## config.mk

```make
export PLATFORM = sky130hd
export DESIGN_NAME = tl_cmd_sequencer
export DESIGN_NICKNAME = d
export VERILOG_FILES = /design/src/rtl/tl_cmd_sequencer.sv
export SDC_FILE = /design/constraint.sdc
export NUM_CORES = 1
export LEC_CHECK = 0
export ABC_CLOCK_PERIOD_IN_PS = 2000
export CORE_MARGIN = 10
export CORE_UTILIZATION = 45
export CTS_CLUSTER_DIAMETER = 50
export CTS_CLUSTER_SIZE = 28
export DETAILED_ROUTE_END_ITERATION = 7
export PLACE_DENSITY = 0.8
export SLEW_MARGIN = 20
export SYNTH_ARGS = -nofsm -noshare
export SYNTH_HDL_FRONTEND = slang
export SYNTH_SLANG_ARGS = --single-unit
```

## constraint.sdc

```tcl
create_clock -name clk_i -period 2 [get_ports clk_i]
set_input_delay 0.4 -clock clk_i [delete_from_list [all_inputs] [get_ports clk_i]]
set_output_delay 0.4 -clock clk_i [all_outputs]
set_load 0.01 [all_outputs]
```

## src/rtl/tl_cmd_sequencer.sv

```systemverilog
// Traffic-light command-bus sequencer: expands on/off/blink/config requests into controller commands.
// Optional build macro TL_SEQ_ZERO_GUARD_EN rejects CONFIG requests carrying an enabled zero period.
module tl_cmd_sequencer #(
    parameter int unsigned CMD_GAP_CYCLES = 1,
    parameter int unsigned DATA_W         = 16,
    parameter int unsigned CMD_W          = 3
) (
    input  logic              clk_i,
    input  logic              srst_n_i,
    input  logic              req_valid_i,
    output logic              req_ready_o,
    input  logic [1:0]        req_op_i,
    input  logic [2:0]        req_mask_i,
    input  logic [DATA_W-1:0] req_green_i,
    input  logic [DATA_W-1:0] req_red_i,
    input  logic [DATA_W-1:0] req_yellow_i,
    output logic [CMD_W-1:0]  cmd_type_o,
    output logic              cmd_valid_o,
    output logic [DATA_W-1:0] cmd_data_o,
    output logic              busy_o,
    output logic              done_o,
    output logic              err_o
);

    typedef enum logic [1:0] {S_IDLE, S_ISSUE, S_GAP} state_t;

    localparam logic [1:0] OP_ON     = 2'd0;
    localparam logic [1:0] OP_OFF    = 2'd1;
    localparam logic [1:0] OP_CONFIG = 2'd3;
    localparam logic [2:0] STEP_ON   = 3'd4;
    localparam logic [7:0] GAP_LAST  = 8'((CMD_GAP_CYCLES > 0) ? CMD_GAP_CYCLES - 1 : 0);

    state_t            r_state;
    logic              r_ready;
    logic              r_busy;
    logic              r_cmd_valid;
    logic [CMD_W-1:0]  r_cmd_type;
    logic [DATA_W-1:0] r_cmd_data;
    logic              r_done;
    logic [7:0]        r_gap_cnt;
    logic [2:0]        r_step;
    logic [1:0]        r_op;
    logic [2:0]        r_mask;
    logic [DATA_W-1:0] r_green;
    logic [DATA_W-1:0] r_red;
    logic [DATA_W-1:0] r_yellow;

    logic              w_accept;
    logic              w_last;
    logic [2:0]        w_next_step;

    // Steps: 0 = first command (type from op), 1..3 = green/red/yellow writes, 4 = final ON.
    function automatic logic [2:0] f_next(input logic [2:0] mask, input logic [2:0] step);
        logic [2:0] n;
        n = STEP_ON;
        if (step < 3'd1 && mask[0])      n = 3'd1;
        else if (step < 3'd2 && mask[1]) n = 3'd2;
        else if (step < 3'd3 && mask[2]) n = 3'd3;
        return n;
    endfunction

    function automatic logic f_last(input logic [1:0] op, input logic [2:0] step);
        return (op != OP_CONFIG) || (step == STEP_ON);
    endfunction

    function automatic logic [CMD_W-1:0] f_type(input logic [1:0] op, input logic [2:0] step);
        logic [CMD_W-1:0] t;
        t = '0;
        if (step == 3'd0) begin
            if (op == OP_ON)       t = CMD_W'(0);
            else if (op == OP_OFF) t = CMD_W'(1);
            else                   t = CMD_W'(2);
        end else if (step != STEP_ON) begin
            t = CMD_W'(step + 3'd2);
        end
        return t;
    endfunction

    function automatic logic [DATA_W-1:0] f_data(input logic [2:0] step);
        logic [DATA_W-1:0] d;
        d = '0;
        case (step)
            3'd1:    d = r_green;
            3'd2:    d = r_red;
            3'd3:    d = r_yellow;
            default: d = '0;
        endcase
        return d;
    endfunction

    assign w_accept    = req_valid_i && r_ready;
    assign w_last      = f_last(r_op, r_step);
    assign w_next_step = f_next(r_mask, r_step);

`ifdef TL_SEQ_ZERO_GUARD_EN
    logic r_err;
    logic w_reject;
    assign w_reject = (req_op_i == OP_CONFIG) &&
                      ((req_mask_i[0] && req_green_i  == '0) ||
                       (req_mask_i[1] && req_red_i    == '0) ||
                       (req_mask_i[2] && req_yellow_i == '0));
    assign err_o = r_err;
`else
    assign err_o = 1'b0;
`endif

    always_ff @(posedge clk_i) begin
        if (!srst_n_i) begin
            r_state     <= S_IDLE;
            r_ready     <= 1'b1;
            r_busy      <= 1'b0;
            r_cmd_valid <= 1'b0;
            r_cmd_type  <= '0;
            r_cmd_data  <= '0;
            r_done      <= 1'b0;
            r_gap_cnt   <= '0;
            r_step      <= '0;
            r_op        <= '0;
            r_mask      <= '0;
            r_green     <= '0;
            r_red       <= '0;
            r_yellow    <= '0;
`ifdef TL_SEQ_ZERO_GUARD_EN
            r_err       <= 1'b0;
`endif
        end else begin
            r_done <= 1'b0;
`ifdef TL_SEQ_ZERO_GUARD_EN
            r_err  <= 1'b0;
`endif
            case (r_state)
                S_IDLE: begin
                    if (w_accept) begin
`ifdef TL_SEQ_ZERO_GUARD_EN
                        if (w_reject) begin
                            r_err <= 1'b1;
                        end else
`endif
                        begin
                            r_op        <= req_op_i;
                            r_mask      <= req_mask_i;
                            r_green     <= req_green_i;
                            r_red       <= req_red_i;
                            r_yellow    <= req_yellow_i;
                            r_step      <= 3'd0;
                            r_cmd_valid <= 1'b1;
                            r_cmd_type  <= f_type(req_op_i, 3'd0);
                            r_cmd_data  <= '0;
                            r_done      <= (req_op_i != OP_CONFIG);
                            r_ready     <= 1'b0;
                            r_busy      <= 1'b1;
                            r_state     <= S_ISSUE;
                        end
                    end
                end
                S_ISSUE: begin
                    if (w_last) begin
                        r_cmd_valid <= 1'b0;
                        r_cmd_type  <= '0;
                        r_cmd_data  <= '0;
                        r_ready     <= 1'b1;
                        r_busy      <= 1'b0;
                        r_state     <= S_IDLE;
                    end else if (CMD_GAP_CYCLES == 0) begin
                        r_step      <= w_next_step;
                        r_cmd_valid <= 1'b1;
                        r_cmd_type  <= f_type(r_op, w_next_step);
                        r_cmd_data  <= f_data(w_next_step);
                        r_done      <= f_last(r_op, w_next_step);
                    end else begin
                        // Step advances on GAP entry so skipped mask bits cost no gap cycles.
                        r_step      <= w_next_step;
                        r_cmd_valid <= 1'b0;
                        r_cmd_type  <= '0;
                        r_cmd_data  <= '0;
                        r_gap_cnt   <= '0;
                        r_state     <= S_GAP;
                    end
                end
                S_GAP: begin
                    if (r_gap_cnt == GAP_LAST) begin
                        r_cmd_valid <= 1'b1;
                        r_cmd_type  <= f_type(r_op, r_step);
                        r_cmd_data  <= f_data(r_step);
                        r_done      <= w_last;
                        r_state     <= S_ISSUE;
                    end else begin
                        r_gap_cnt <= r_gap_cnt + 8'd1;
                    end
                end
                default: r_state <= S_IDLE;
            endcase
        end
    end

    assign req_ready_o = r_ready;
    assign busy_o      = r_busy;
    assign cmd_valid_o = r_cmd_valid;
    assign cmd_type_o  = r_cmd_type;
    assign cmd_data_o  = r_cmd_data;
    assign done_o      = r_done;

endmodule

```

==> flow_summary_export.csv, run 1 <==
group,metric,value,unit
run_status,status,"finished clean",
power,power_frac_seq,0.505,
final_layout,areaGrowthSynthToFinish,28.5,%
yosys,syn_inst,511,
floorplanning,initial_core_util,0.466,
yosys,ys_async_sr_fraction,0,
yosys,synth_area,4100,µm²
yosys,synth_area_leaders,"dfxtp_1 (43%), nand2_1 (14%), mux2i_1 (9.3%)",
yosys,synth_nets,575,
placement,io_buffers,78,
clock_network,numClockSinks,89,
power,cellPowerDensity,727,nW/µm²
route,route.antenna.remaining_nets,0,
route,drc_errors,0,
clock_network,clk_pin_slew,0.08,ns
global_routing,grt.total_usage,0.162,
critical_path,critPathKind,"reg2reg",
global_routing,antenna_found_initial,0,
timing,fmax,534,MHz
timing,fin_skew,0.0141,ns
critical_path,rr_worst_depth,7,
timing,finalWorstSetupSlack,0.127,ns
critical_path,crit_arrival,2.15,ns
route,wl_per_cell,15.4,µm
timing,hold_viol,0,
timing,min_period_over_period,0.937,
clock_network,cts_buffers,9,
yosys,synth_edf_count,0,
timing,tightest_slew,0.551,ns
floorplanning,die_area,13300,µm²
final_layout,fin_area,5270,µm²
yosys,synth-seq-cells,89,
route,drtIter0Drc,265,
critical_path,setup.worst_path.end_class,"register",
clock_network,cts.path.max_buffers,2,
yosys,seq_area_frac_synth,0.435,
global_routing,grt_overflow_total,0,
global_routing,grt_pass1_wl,17700,µm
global_routing,grt_pass1_vias,3732,
yosys,synth_ff_type,"dfxtp_1",
power,p_int,2780,µW
clock_network,hold_buffers,0,
yosys,synth_top_area_frac,0.435,
power,p_comb_frac,0.165,
power,switching_share,0.275,
final_layout,drive_gt1_frac,0.0811,
placement,dp_hpwl,8210,µm
timing,timing.hold.ws,0.453,ns
floorplanning,fp.dieW,115,µm
floorplanning,core_area,8810,µm²
final_layout,antenna_cells,0,
critical_path,worst-path-max-fanout,17,
power,vdd_drop_max,0.322,mV
yosys,syn_avg_cell_area,8.02,µm²
clock_network,h-tree-depth,3,
critical_path,cp.required,2.28,ns
placement,gp_congestion,0.873,
timing,period_minus_slack,1.87,ns
critical_path,endpoint,"cmd_data_o[10]",
critical_path,startpoint,"r_gap_cnt[0]",
final_layout,nNetsFinal,651,
placement,dpl_cell_area,5060,µm²
route,drtPass1Iterations,5,
clock_network,post_cts_buffers,0,
power,p_leak,0.00186,µW
clock_network,cts_tree,"yes",
job,maxCapViolations,0,
yosys,yosysTopAreaCell,"dfxtp_1",
timing,setup_violations,0,
critical_path,reg2reg_from,"r_gap_cnt[0]",
timing,rsz0062_at_grt,"no",
global_routing,grt_max_degree,54,
power,p_sw,1060,µW
critical_path,r2r-end,"cmd_data_o[10]",
timing,maxSlewHeadroom,0.630,
route,finalWirelength,10800,µm
floorplanning,std_cell_rows,34,
clock_network,clkLatencyLatePin,0.36,ns
yosys,synthDistinctLibCells,50,
placement,dp_slack,0.0716,ns
power,clockPowerShare,0.330,
final_layout,post-route-util,0.598,
route,vias,3757,
clock_network,cts-root-buf,"clkbuf_8",
timing,slew_viol_final,0,
worst_hold_path,min_path_type,"reg2reg",
critical_path,cp-start-kind,"register",
timing,finalSetupTns,0,ns
floorplanning,io_pins,80,
yosys,yosys_warnings,0,
critical_path,r2r_setup_slack,0.13,ns
route,vias_per_cell,5.37,
floorplanning,die_h,115,µm
[placed cells by master (no fill, tap or decap), drive strengths merged, types with 2 or more instances in the layout]
master         count
o31ai              4
nand2            155
a311oi             3
a21oi             71
a2bb2oi            2
nor3b              2
nand3b            17
ha                 8
nor2b              2
nand2b             6
nand3             10
or4                3
o21ai             21
clkbuf            10
inv               14
mux2i             38
clkdlybuf4s50     78
buf               20
clkinv             2
dfxtp             89
or3                3
nor2               9
a211oi             2
[metrics by stage]
stage | power (µW) | cells
CTS | 3840 | 700
detailed placement | 2600 | 684
floorplan | 2330 | 511
global route | 3990 | 700
global placement | 2580 | 684
finish | 3830 | 700
[layout make-up]
cell class / count / area (µm²)
Clock inverter: 6 / 73.8
Sequential cell: 89 / 1780
Tap cell: 108 / 135
Timing Repair Buffer: 98 / 956
Clock buffer: 10 / 128
Inverter: 11 / 41.3
Multi-Input combinational cell: 378 / 2150
Fill cell: 762 / 3540
[state kept, by name, summed over array words and instances (netlist names)]
register	flops
r_state	2
r_mask	3
busy_o	1
r_op	2
r_gap_cnt	8
cmd_data_o	16
r_red	16
req_ready_o	1
done_o	1
cmd_type_o	3
r_green	16
cmd_valid_o	1
r_step	3
r_yellow	16
[Yosys cell counts (all sizes together), types with 2 or more instances]
cell type,number
buf,8
mux2i,38
dfxtp,89
nor2,9
nand2b,6
o21ai,21
nand2,155
nand3,10
a21oi,71
nor2b,2
or4,3
clkbuf,25
a311oi,3
a211oi,2
a2bb2oi,2
o31ai,4
nand3b,17
ha,8
inv,11
nor3b,2
or3,3
[how the worst min path moves through the flow]
stage | from | end | slack (ns) | cells after the start
after CTS | r_mask[0] | r_mask[0] | 0.45 | 2
after global placement | r_red[12] | r_red[12] | 0.44 | 2
after global routing | r_mask[0] | r_mask[0] | 0.47 | 2
after detailed placement | r_mask[0] | r_mask[0] | 0.44 | 2
final | r_mask[0] | r_mask[0] | 0.45 | 2
after floorplan | r_mask[0] | r_mask[0] | 0.43 | 2
[routing by layer]
layer	vias up	track usage	wire, µm
li1	1900	-	-
met1	1746	0.200	4830
met4	0	0.0583	146
met2	98	0.273	5140
met3	13	0.0351	688
met5	-	0	0
[repair_timing]
item	in CTS	in global routing
resized for setup	0	3
setup endpoints to repair	0	6
endpoints found under the hold margin	0	0
[power by group through the flow]
stage	combinational, µW	sequential [µW]	clock (µW)
6_report	631	1930	1270
2_1_floorplan	363	1960	0
3_3_place_gp	613	1970	0
3_5_place_dp	628	1970	0
5_1_grt	692	1950	1350
4_1_cts	631	1930	1270
[worst max-delay path: stages (launching register included)]
cell	delay, ns
dfxtp_1	0.36
inv_1	0.09
ha_1	0.14
or4b_4	0.51
o21ai_4	0.28
nand2_4	0.09
buf_12	0.17
mux2i_1	0.17
[kinds of logic after synthesis]
group | Yosys count | share of synthesized area
fa+ha+maj | 8 | 0.0244
compound gates | 113 | 0.158
other cells | 1 | 0.000915
flops | 89 | 0.435
mux | 39 | 0.0955
buf+inv | 44 | 0.0446
simple gates | 217 | 0.242
Note: power is estimated with default switching activity, not from simulation.
==> inputs of run 2 (changes only) <==
--- a/config.mk
+++ b/config.mk
@@ -11,7 +11,7 @@
 export CTS_CLUSTER_DIAMETER = 50
 export CTS_CLUSTER_SIZE = 28
 export DETAILED_ROUTE_END_ITERATION = 7
-export PLACE_DENSITY = 0.8
+export PLACE_DENSITY = 0.71
 export SLEW_MARGIN = 20
 export SYNTH_ARGS = -nofsm -noshare
 export SYNTH_HDL_FRONTEND = slang
==> flow_summary_export.csv, run 2 (synthesized netlist as in run 1, its figures left out) <==
group,metric,value,unit
power,vdd_drop_max,0.370,mV
timing,min_period_over_period,0.930,
final_layout,final_cell_mix,"nand2_1 (154), dfxtp_1 (89), clkdlybuf4s50_1 (78), a21oi_1 (70), mux2i_1 (38)",
final_layout,drive_gt1_frac,0.0778,
timing,rsz0062_at_grt,"no",
power,p_sw,1050,µW
power,p_leak,0.00187,µW
critical_path,crit_arrival,2.10,ns
route,drc_errors,0,
timing,maxSlewHeadroom,0.625,
final_layout,final_common_cell,"nand2_1",
worst_hold_path,min_path_type,"reg2reg",
clock_network,cts-root-buf,"clkbuf_8",
critical_path,setup.worst_path.end_class,"register",
critical_path,worst-path-max-fanout,17,
route,drtPass1Iterations,4,
critical_path,max_stage_delay,0.51,ns
timing,finalSetupTns,0,ns
power,cellPowerDensity,744,nW/µm²
run_status,status,"finished clean",
global_routing,grt_pass1_vias,3554,
power,switching_share,0.266,
floorplanning,io_pins,80,
power,power_frac_seq,0.489,
clock_network,clk_pin_slew,0.09,ns
final_layout,post-route-util,0.603,
final_layout,areaGrowthSynthToFinish,29.5,%
timing,slew_viol_final,0,
global_routing,grt.total_usage,0.158,
timing,fmax,538,MHz
timing,setup_violations,0,
floorplanning,die_h,115,µm
final_layout,antenna_cells,0,
floorplanning,fp.dieW,115,µm
power,p_comb_frac,0.160,
floorplanning,initial_core_util,0.466,
route,vias_per_cell,5.27,
placement,placed_cells,681,
timing,period_minus_slack,1.86,ns
timing,fin_skew,0.0104,ns
global_routing,grt_pass1_wl,17300,µm
clock_network,numClockSinks,89,
critical_path,critPathKind,"reg2reg",
route,wl_per_cell,15.3,µm
timing,hold_viol,0,
power,p_int,2900,µW
route,finalWirelength,10700,µm
final_layout,fin_area,5310,µm²
floorplanning,die_area,13300,µm²
clock_network,h-tree-depth,3,
floorplanning,core_area,8810,µm²
critical_path,slowest_stage,"or4b_4",
power,clockPowerShare,0.350,
clock_network,cts_buffers,9,
clock_network,cts_tree,"yes",
global_routing,grt_overflow_total,0,
timing,tightest_slew,0.558,ns
critical_path,cp-start-kind,"register",
final_layout,layout.cells.non_filler,699,
clock_network,clkLatencyLatePin,0.36,ns
placement,dpl_cell_area,5060,µm²
placement,dp_hpwl,7800,µm
route,drtIter0Drc,272,
critical_path,cp.required,2.24,ns
placement,io_buffers,78,
route,route.antenna.remaining_nets,0,
clock_network,hold_buffers,0,
global_routing,antenna_found_initial,0,
route,vias,3685,
placement,gp_congestion,0.806,
floorplanning,std_cell_rows,34,
final_layout,nNetsFinal,650,
job,maxCapViolations,0,
critical_path,cp_cell_sequence,"inv_1, ha_1, or4b_4, o21ai_4, nand2_4, buf_12, mux2i_1",
clock_network,cts.path.max_buffers,2,
global_routing,grt_max_degree,55,
## run 2: through the flow
stage / total power [µW] / hold slack, ns / setup slack (ns)
floorplan: 2330 / 0.432 / 0.218
global placement: 2590 / 0.441 / 0.165
detailed placement: 2600 / 0.446 / 0.110
CTS: 3970 / 0.458 / 0.0833
global route: 4110 / 0.482 / 0.00988
finish: 3950 / 0.458 / 0.141
## run 2: path summary, 6_finish.rpt
kind,startpoint,to,slack (ns),cells past startpoint
worst max-delay path,r_gap_cnt[0],cmd_data_o[12],0.14,7
worst min-delay path,r_red[9],r_red[9],0.46,2
worst max register to register,r_gap_cnt[0],cmd_data_o[12],0.14,7
worst min register to register,r_red[9],r_red[9],0.46,2
## run 2: metal layers
layer,track usage,vias to the layer above,wire [µm]
li1,-,1890,-
met1,0.212,1696,5150
met2,0.244,91,4840
met3,0.0357,8,617
met4,0.0541,0,90
met5,0,-,0
## run 2: power by group through the flow
stage	combinational [µW]	sequential [µW]	clock (µW)
final	632	1930	1380
after global routing	698	1950	1470
after CTS	634	1930	1400
after detailed placement	629	1970	0
after global placement	619	1970	0
after floorplan	363	1960	0
## run 2: cell type report
cell class / instances / area, µm²
clock inverters: 7 / 103
multi-input cells: 378 / 2150
fillers: 796 / 3500
repair buffers: 97 / 973
clock buffers: 9 / 124
inverters: 11 / 41.3
flip-flops and latches: 89 / 1780
well taps: 108 / 135
## run 2: worst max-delay path, delay by kind of cell, from the launching register on
family	cells	cell delay [ns]
multiplexers	1	0.12
buffers and inverters	2	0.26
flip-flops	1	0.36
adder cells (fa/ha/maj)	1	0.15
AND/OR/NAND/NOR	2	0.60
AO/OA/AOI/OAI	1	0.25
## run 2: what timing repair did
action                     CTS  global route
setup buffers                0             2
gates resized for setup      0             2
setup endpoints to repair    0             5
==> RTL edit, RTL diff (config.mk and constraints of run 2) <==
The parameter `CMD_GAP_CYCLES` goes from 1 to 0.
--- a/src/rtl/tl_cmd_sequencer.sv
+++ b/src/rtl/tl_cmd_sequencer.sv
@@ -3,3 +3,3 @@
 module tl_cmd_sequencer #(
-    parameter int unsigned CMD_GAP_CYCLES = 1,
+    parameter int unsigned CMD_GAP_CYCLES = 0,
     parameter int unsigned DATA_W         = 16,
Behaviour: not the same (Yosys sat finds a counterexample within 4 cycles, from zero or initial values and one cycle with srst_n_i low).
==> RTL edit against run 2 <==
  * Setup slack gained 0.042 ns
  * Total power shrank 13%
  * Clock skew shrank 0.0042 ns
  * Combinational power shrank 26%
  * Global-route usage grew 0.63 points
  * Critical path depth shrank 6
  * Synthesized cell count shrank 21%
  * Via count shrank 15%
  * Design area shrank 16%
  * Synthesized area shrank 19%
  * Non-clock buffer count shrank 3
  * Critical endpoint is now busy_o
  * Wire length shrank 14%
  * Largest cell class is now sequential cells
  * First-iteration DRC count shrank 40%
  * Sequential cell count shrank 10
==> RTL edit: results (changes against run 2) <==
| Metric | Value |
|---|---|
| Compound-Gate Fraction of Synth Area | 23.5% (was 15.8%) |
| Skew final | 0.00629 ns (was 0.0104 ns) |
| CP max stage delay | 0.60 ns (was 0.51 ns) |
| CP top delay family | buffers and inverters (was simple AND/OR/NAND/NOR gates) |
| Final GP Congestion | 0.838 (was 0.806) |
| Post-DP HPWL | 6.57 mm (was 7.80 mm) |
| Layout cells sized above 1 | 7.92% (was 7.78%) |
| Post-DP Area | 4230 sq um (was 5060 sq um) |
| Fillers | 634 (was 796) |
| Largest net degree at the start of global routing | 44 (was 55) |
| Max IR drop VDD | 0.000353 V (was 0.000370 V) |
| Mapped Cells | 404 (was 511) |
| Status | finished clean (unchanged) |
| Placed cells | 563 (was 681) |
| Vias | 3142 (was 3685) |
| DRT Pass-1 Iters | 5 (was 4) |
| Critical path's slowest cell | clkdlybuf4s50_1 (was or4b_4) |
| Mux cell area share after synthesis | 0.303% (was 9.55%) |
| Post-synthesis sequential area ratio | 47.9% (was 43.5%) |
| Lkg Pwr | 1.60 nW (was 1.87 nW) |
| Adder-cell area share of the yosys netlist | 0% (was 2.44%) |
| Drt initial violations | 162 (was 272) |
| Synth top area cells | dfxtp_1, nand2_1, a21oi_1, a22o_1, a32oi_1 (was dfxtp_1, nand2_1, mux2i_1, a21oi_1, nand3b_1) |
| First-pass GRT wire length | 15.1 mm (was 17.3 mm) |
| Vias in the first global route | 3064 (was 3554) |
| Synth Net Count | 460 (was 575) |
| Critical path fanouts, max | 7 (was 17) |
| Most instantiated cells after synthesis | nand2_1, dfxtp_1, a21oi_1 (unchanged) |
| Arr. time, crit path | 1.42 ns (was 2.10 ns) |
-- RTL edit: cell types whose count changed after synthesis, sizes merged, moves of 15 or more --
| cell | change |
|---|---|
| a32oi | +15 |
| a22o | +16 |
| nand2 | -41 |
| mux2i | -37 |
| nor2b | +15 |
-- RTL edit: power by group through the flow --
stage / registers (W) / logic [W] / clock network (W)
5_1_grt: 0.00170 / 0.000513 / 0.00137
6_report: 0.00169 / 0.000467 / 0.00127
3_3_place_gp: 0.00172 / 0.000458 / 0
2_1_floorplan: 0.00172 / 0.000233 / 0
3_5_place_dp: 0.00173 / 0.000466 / 0
4_1_cts: 0.00169 / 0.000468 / 0.00128
-- RTL edit: layout make-up --
type / instances / share of cell area [%]
Clock buffer: 10 / 2.87
Clock inverter: 6 / 1.91
Sequential cell: 79 / 35.6
Inverter: 4 / 0.338
Multi-Input combinational cell: 287 / 34.9
Tap cell: 99 / 2.79
Timing Repair Buffer: 94 / 21.7
-- RTL edit: metrics by stage --
stage	worst slack, ns	util [%]
after floorplan	0.557	-
after global placement	0.145	59.0
after detailed placement	0.0894	59.0
after CTS	0.165	62.0
after global routing	0.118	62.0
final	0.183	62.0
-- RTL edit: final timing paths --
check	start	endpoint	slack, ns	cells past startpoint
max	busy_o	busy_o	0.18	1
min	r_yellow[8]	r_yellow[8]	0.45	2
max reg2reg	r_step[1]	cmd_data_o[2]	0.32	5
min reg2reg	r_yellow[8]	r_yellow[8]	0.45	2
-- RTL edit: per-layer routing --
layer | up-vias | track usage (%) | wire length [um]
met5 | - | 0 | 0
met4 | 0 | 6.00 | 123
met3 | 8 | 4.08 | 522
met2 | 113 | 26.1 | 4360
met1 | 1484 | 21.0 | 4190
li1 | 1537 | - | -
